File: src/rtl/if_id_buffer_pkg.sv
// if_id_pkg: shared constants, state encoding and two-word decode for the IF/ID boundary
package if_id_pkg;
  localparam logic [15:0] NOP = 16'h0000;
  localparam int OP_W = 5;
  localparam logic [1:0] TWO_PFX = 2'b11;
  typedef enum logic {NORMAL, WAIT_IMM} state_t;
  function automatic logic is_two_word(input logic [OP_W-1:0] op);
    return op[OP_W-1 -: 2] == TWO_PFX;
  endfunction
endpackage

File: src/rtl/if_id_buffer_pipe_reg.sv
// pipe_reg: width-parameterised register with sync active-low reset, sync clear and enable
module pipe_reg #(
  parameter int WIDTH = 8
) (
  input  logic             clk,
  input  logic             rst,
  input  logic             en,
  input  logic             clr,
  input  logic [WIDTH-1:0] d,
  output logic [WIDTH-1:0] q
);
  // reset and clear zero the stage; enable loads a new value
  always_ff @(posedge clk)
    if (!rst) q <= '0;
    else if (clr) q <= '0;
    else if (en) q <= d;
endmodule

File: src/rtl/if_id_buffer.sv
// if_id_buffer: IF/ID pipeline register that assembles two-word instructions and applies stall/flush
module if_id_buffer
  import if_id_pkg::*;
#(
  parameter int W  = 16,
  parameter int AW = 32
) (
  input  logic          clk,
  input  logic          rst,
  input  logic [W-1:0]  instr_i,
  input  logic [W-1:0]  imm_i,
  input  logic [AW-1:0] pc_i,
  input  logic [AW-1:0] pc_1_i,
  input  logic          stall,
  input  logic          flush,
  output logic [W-1:0]  instr_o,
  output logic [W-1:0]  imm_o,
  output logic [AW-1:0] pc_o,
  output logic [AW-1:0] pc_1_o,
  output logic          valid_o,
  output logic          busy_o
);
  localparam int PW = 2*W + 2*AW + 1;
  state_t state;
  logic [OP_W-1:0] op;
  logic two, nop;
  logic [W-1:0] buf_instr;
  logic [AW-1:0] buf_pc;
  logic [PW-1:0] pkt_d, pkt_q;
  assign op = instr_i[W-1 -: OP_W];
  assign two = is_two_word(op);
  assign nop = op == '0;
  // packet for decode: completed two-word pair, bubble while the first word waits, or a one-word/NOP fetch
  always_comb
    pkt_d = state == WAIT_IMM ? {buf_instr, imm_i, buf_pc, pc_1_i, 1'b1}
          : two ? {W'(NOP), {(PW-W){1'b0}}}
          : nop ? {W'(NOP), {W{1'b0}}, pc_i, pc_1_i, 1'b0}
          : {instr_i, {W{1'b0}}, pc_i, pc_1_i, 1'b1};
  // NORMAL -> WAIT_IMM on a first word; flush always returns to NORMAL, stall holds
  always_ff @(posedge clk)
    if (!rst) state <= NORMAL;
    else if (flush) state <= NORMAL;
    else if (!stall) state <= (state == NORMAL && two) ? WAIT_IMM : NORMAL;
  pipe_reg #(.WIDTH(PW)) u_out (
    .clk(clk), .rst(rst), .en(!stall), .clr(flush), .d(pkt_d), .q(pkt_q)
  );
  pipe_reg #(.WIDTH(W + AW)) u_buf (
    .clk(clk), .rst(rst), .en(!stall && state == NORMAL && two), .clr(flush),
    .d({instr_i, pc_i}), .q({buf_instr, buf_pc})
  );
  assign {instr_o, imm_o, pc_o, pc_1_o, valid_o} = pkt_q;
  assign busy_o = state == WAIT_IMM;
endmodule
File: config.mk
export PLATFORM = sky130hd
export DESIGN_NAME = if_id_buffer
export DESIGN_NICKNAME = d
export VERILOG_FILES = /design/src/rtl/if_id_buffer_pkg.sv /design/src/rtl/if_id_buffer_pipe_reg.sv /design/src/rtl/if_id_buffer.sv
export SDC_FILE = /design/constraint.sdc
export NUM_CORES = 1
export LEC_CHECK = 0
export ABC_AREA = 1
export BUFFER_PORTS_ARGS = -buffer_cell sky130_fd_sc_hd__buf_2
export CORE_MARGIN = 1.5
export CORE_UTILIZATION = 28
export CTS_CLUSTER_DIAMETER = 200
export DETAILED_ROUTE_END_ITERATION = 8
export PLACE_DENSITY_LB_ADDON = 0.25
export SLEW_MARGIN = 20
export SYNTH_ARGS = -nofsm -noshare
export SYNTH_HDL_FRONTEND = slang
export SYNTH_HIERARCHICAL = 1
export SYNTH_SLANG_ARGS = --single-unit
export TNS_END_PERCENT = 50
File: constraint.sdc
create_clock -name clk -period 1.54 [get_ports clk]
set_input_delay 0.154 -clock clk [delete_from_list [all_inputs] [get_ports clk]]
set_output_delay 0.154 -clock clk [all_outputs]
set_load 0.005 [all_outputs]
After elaboration in Yosys (flattened, before gate mapping) --
Cells that the tools add are included.
Storage, ports and cells: register bits after elaboration 146, input bits 100, output and inout bits 98
Cells by class: multiplexer cells 4, reduce and logical (&&, ||, !) cells 6, equality and inequality tests 1, bitwise operators 2
Operator list (number):
- 2-to-1 mux 97 bit | 3
- logical NOT 5 bit | 1
- logical AND 1 bit | 3
- == test 2 bit, second input constant | 1
- NOT 1 bit | 2
- OR reduction 2 bit | 1
- logical NOT 1 bit | 1
- 2-to-1 mux 1 bit | 1

Longest topological paths before layout --
depth after elaboration 4, mapped depth 9, gate-level depth less buffers 7

Modules after synthesis --
The synthesis kept the hierarchy.
By module, submodules not included:
- pipe_reg at u_out | times used 1, seq. area each 1941.9 µm², area each 3440.8 µm², cells an instance 422
- pipe_reg at u_buf | times used 1, seq. area each 960.9 µm², area each 1667.8 µm², cells an instance 210
- if_id_buffer | times used 1, seq. area each 20.0 µm², area each 1361.3 µm², cells an instance 299

Worst setup path before layout --
OpenSTA, ideal clock, no wires.
path type reg-to-reg, start point register state (netlist: busy_o), end point register u_buf.q[24], buffers on the path 3, clock period less this slack 1.343 ns, library setup time 0.120 ns, data required time 1.420 ns, stages on the path, launching flop included 10, slack 0.197 ns, data arrival time 1.224 ns, cell sequence dfxtp_1 buf_4 nor2_4 nand2_1 inv_1 inv_2 buf_4 buf_4 nand2_1 a21oi_1
On the way: word-level cells in the longest chain between the ends 3
Ends and longest elaborated chain:
- start: declaration | line if_id_buffer.sv:24 | state_t state;
- start signal: assignment | line if_id_buffer.sv:43 | else if (!stall) state <= (state == NORMAL && two) ? WAIT_IMM : NORMAL;
- NOT 1 bit | line if_id_buffer.sv:48 | .clk(clk), .rst(rst), .en(!stall && state == NORMAL && two), .clr(flush),
- logical AND 1 bit (2 in a row) | line if_id_buffer.sv:48
- end signal: assignment | line if_id_buffer_pipe_reg.sv:14 | if (!rst) q <= '0;
- end signal: assignment | line if_id_buffer_pipe_reg.sv:15 | else if (clr) q <= '0;
- end signal: assignment | line if_id_buffer_pipe_reg.sv:16 | else if (en) q <= d;
- end: declaration | line if_id_buffer_pipe_reg.sv:10 | output logic [WIDTH-1:0] q
Every way passes these cells. A chain may end at the register's enable or synchronous reset.

Final worst setup path --
start point register state (netlist: busy_o), end point output busy_o
RTL lines:
- end: declaration | line if_id_buffer.sv:21 | output logic busy_o
No word-level cell between the ends.

==> run summary <==
Dividing the detail-routed wire length by the instance count gives 12.99 microns. Once placement finished, the instance area stood at 7682 sq um. Counting flops and latches in the post-synthesis netlist gives 146. The tools report the final design instance area without fill as 8672 sq um. Total wire length: 18710 microns.

In the routed layout, each cell is associated on average with a via count of 4.366. The nature of the critical path endpoint was an output pin. The mean post-synth cell area was 6.949 sq um.

The tools report the endpoint of the worst hold path as u_buf/q[35]$_SDFFE_PP0P_. The fraction of final layout cells with drive strength greater than 1 came out at 0.2511. TritonCTS built the clock tree.

For the instance count of the mapped netlist, the log shows 931. The flow ran to the end, and the final reports show no timing, DRC or antenna violations. Met1 usage: 0.2048. The worst setup path is launched from a flop. Number of endpoints with negative hold slack in the final report: 0.

The final clock skew is 0.01072 ns, and the sequential cell area fraction in the yosys report is 0.4518. Via count: 6287. Subtracting the final worst setup slack from the clock period gives 1.377 ns. The logs give 0 ns for the setup TNS and 0 for the number of setup buffers added after CTS. The analysis attributes to cell leakage a power of 4.050 nW. Before antenna repair, the detailed router went through 5 iterations. The region available for standard cell placement spans 22640 sq um.

The logs give 0.7301 for the worst relative slew slack and 2 for the maximum count of clock buffers along a single path. The maximum fanout count along the critical path is 45. The run gives 0.2858 as the initial core utilization. Data arrives at the worst endpoint at 1.22 ns.

The final critical-path setup slack is 0.1629 ns, and the global-route wire length before repair is 29420 microns. The congestion estimate from routability-driven global placement came to 0.7271. The length in cells of the worst reg-to-reg path is 4, and the end-of-flow core utilization is 0.3830.

The layer flagged by global routing as most heavily used is met2. The die is 155.0 microns wide. The first routing iteration left 379 violations. Number of routed nets with antenna violations: 0. The total nets after synthesis was 1031; the number of top-level design ports was 198.

The number of gates resized after CTS was 0. The total number of H-tree levels came out at 4. The met3 usage in global routing was 0.03621; the setup slack on the worst flop-to-flop path was 0.19 ns. Clock-pin slew was measured on the worst setup and hold paths at 0.06 ns. The critical path is of the reg -> out type.

Summing internal, switching and leakage power gives 8.878 mW. Setup repair after global routing left no endpoint under its margin. Share of the cycle needed by the critical path after routing: 0.8942. The die is 155.0 microns tall.

The logs give 0 for the number of violations of the max-capacitance limit and 0.2471 for the met2 demand-to-capacity share in global routing. Global routing finished with a remaining overflow of 0. The tools report the terminus of the critical flop-to-flop path as u_out/q[96]$_SDFFE_PP0P_. The HPWL reported at the end of detailed placement was 11950 microns. In the layout the commonest cells are 396 x sky130_fd_sc_hd__nand2_1, 197 x sky130_fd_sc_hd__buf_2, 145 x sky130_fd_sc_hd__dfxtp_1. The pre-CTS setup slack came out at 0.2152 ns. The worst-margin pin slew is 0.4048 ns, and the floorplan die area is 24030 sq um. The number of slew-limit violations in the final report was 0. After the last flow step, the layout net total stands at 1242.

The tools report the number of placement rows as 55. The tools report the number of clock sinks as 146. Buffers inserted during clock tree synthesis total 17. Required time of the critical path: 1.39 ns. Entering global routing, the biggest net connects 60 pins. Summing every instance area after synthesis gives 6470 sq um.

In this run the tool buffered the top-level ports with 197 buffer cells. The count of final setup violators came out at 0. Highest clock frequency the design can meet: 726.2 MHz. The via count of the first global-routing pass is 5626.

The number of antenna diodes in the final layout is 0. The tightest min-delay check is of the in -> reg type. In the routed design, unresolved DRC markers number 0.

The clock tree root driver cell was sky130_fd_sc_hd__clkbuf_16. Leaving out fill and tap cells, the most frequent cell in the layout is sky130_fd_sc_hd__nand2_1. The number of antenna violations at the first check in global routing is 0.

The tools report the insertion delay to the later sink of the worst-skew pair as 0.42 ns. The area added between synthesis and finish was 34.04%; the number of cells on the worst hold path was 3. Worst min-delay path startpoint: instr_i[3]. In this run the critical register-to-register path is launched from busy_o$_SDFFE_PP0N_.

Synthesis instantiated 18 different standard cells from the library. IR analysis of the VDD net gives a maximum drop of 0.0005209 V. The total routing resource utilization after global routing is 0.1538, and the power density normalized to cell area is 1024 nW/um^2.

For the warning count from the yosys run, the log shows 6.
## flip-flops by register name, summed over array words and instances, names as in the netlist
| name | count |
|---|---|
| busy_o | 1 |
| u_buf/q | 48 |
| u_out/q | 97 |
## critical path: stages, from the launching register on
cell and delay (ns):
sky130_fd_sc_hd__dfxtp_4 0.40, sky130_fd_sc_hd__buf_12 0.24, sky130_fd_sc_hd__buf_2 0.16
## worst max path at each step
stage	startpoint	endpoint	slack [ns]	cells past startpoint
2_1_floorplan	busy_o$_SDFFE_PP0N_	u_buf/q[24]$_SDFFE_PP0P_	0.20	9
3_3_place_gp	busy_o$_SDFFE_PP0N_	u_out/q[96]$_SDFFE_PP0P_	0.22	4
3_5_place_dp	busy_o$_SDFFE_PP0N_	u_out/q[96]$_SDFFE_PP0P_	0.22	4
4_1_cts	busy_o$_SDFFE_PP0N_	busy_o	0.12	2
5_1_grt	busy_o$_SDFFE_PP0N_	busy_o	0.08	2
6_report	busy_o$_SDFFE_PP0N_	busy_o	0.16	2
## cell usage after synthesis
master,number,share of area
sky130_fd_sc_hd__clkbuf_1,8,0.0046
sky130_fd_sc_hd__inv_1,65,0.038
sky130_fd_sc_hd__buf_2,26,0.020
sky130_fd_sc_hd__nand3_1,38,0.029
sky130_fd_sc_hd__a21oi_2,10,0.014
sky130_fd_sc_hd__inv_4,2,0.0019
sky130_fd_sc_hd__buf_8,3,0.0070
sky130_fd_sc_hd__nor2_4,1,0.0017
sky130_fd_sc_hd__o31ai_1,1,0.0012
sky130_fd_sc_hd__buf_4,18,0.021
sky130_fd_sc_hd__buf_6,12,0.021
sky130_fd_sc_hd__nor2_1,45,0.026
sky130_fd_sc_hd__nand2_1,397,0.23
sky130_fd_sc_hd__nand2_2,12,0.012
sky130_fd_sc_hd__dfxtp_1,146,0.45
sky130_fd_sc_hd__inv_2,1,0.00058
sky130_fd_sc_hd__nand3_2,10,0.015
sky130_fd_sc_hd__a21oi_1,136,0.11
## stage by stage
stage,std cells,hold WS (ns)
4_1_cts,1439,0.0002029
2_1_floorplan,931,0.2766
3_3_place_gp,1367,0.4205
6_report,1440,0.01928
3_5_place_dp,1367,0.4251
5_1_grt,1440,0.01231
## cell type report
cell class,count,area [sq um]
Fill cell,2433,13970
Sequential cell,146,2927
Multi-Input combinational cell,650,2819
Timing Repair Buffer,259,1729
Clock buffer,19,452.9
Tap cell,285,356.6
Inverter,68,261.5
Clock inverter,13,126.4
## logic make-up after synthesis
family | after synthesis | share of synthesized area
and+or+nand+nor | 503 | 0.3146
AOI/OAI and AO/OA | 147 | 0.1199
buffers and inverters | 135 | 0.1137
DFF | 146 | 0.4517
## where the power goes
| group | internal [mW] | leakage (nW) | total [mW] | switching, mW |
|---|---|---|---|---|
| logic | 0.411 | 2.59 | 0.939 | 0.528 |
| clock network | 2.33 | 0.273 | 4.05 | 1.72 |
| registers | 3.85 | 1.18 | 3.89 | 0.0403 |
| total | 6.59 | 4.05 | 8.88 | 2.28 |
## per-layer routing
layer | share of wire | up-vias
met3 | 0.045 | 10
met1 | 0.48 | 2830
met4 | 0.0090 | 0
met2 | 0.46 | 145
met5 | 0 | -
li1 | - | 3302
## what timing repair did
item	in CTS	in global routing
setup endpoints to repair	0	0
hold endpoints to repair	40	1
hold buffers	40	1
No activity file was read; power rests on OpenSTA's default activity.
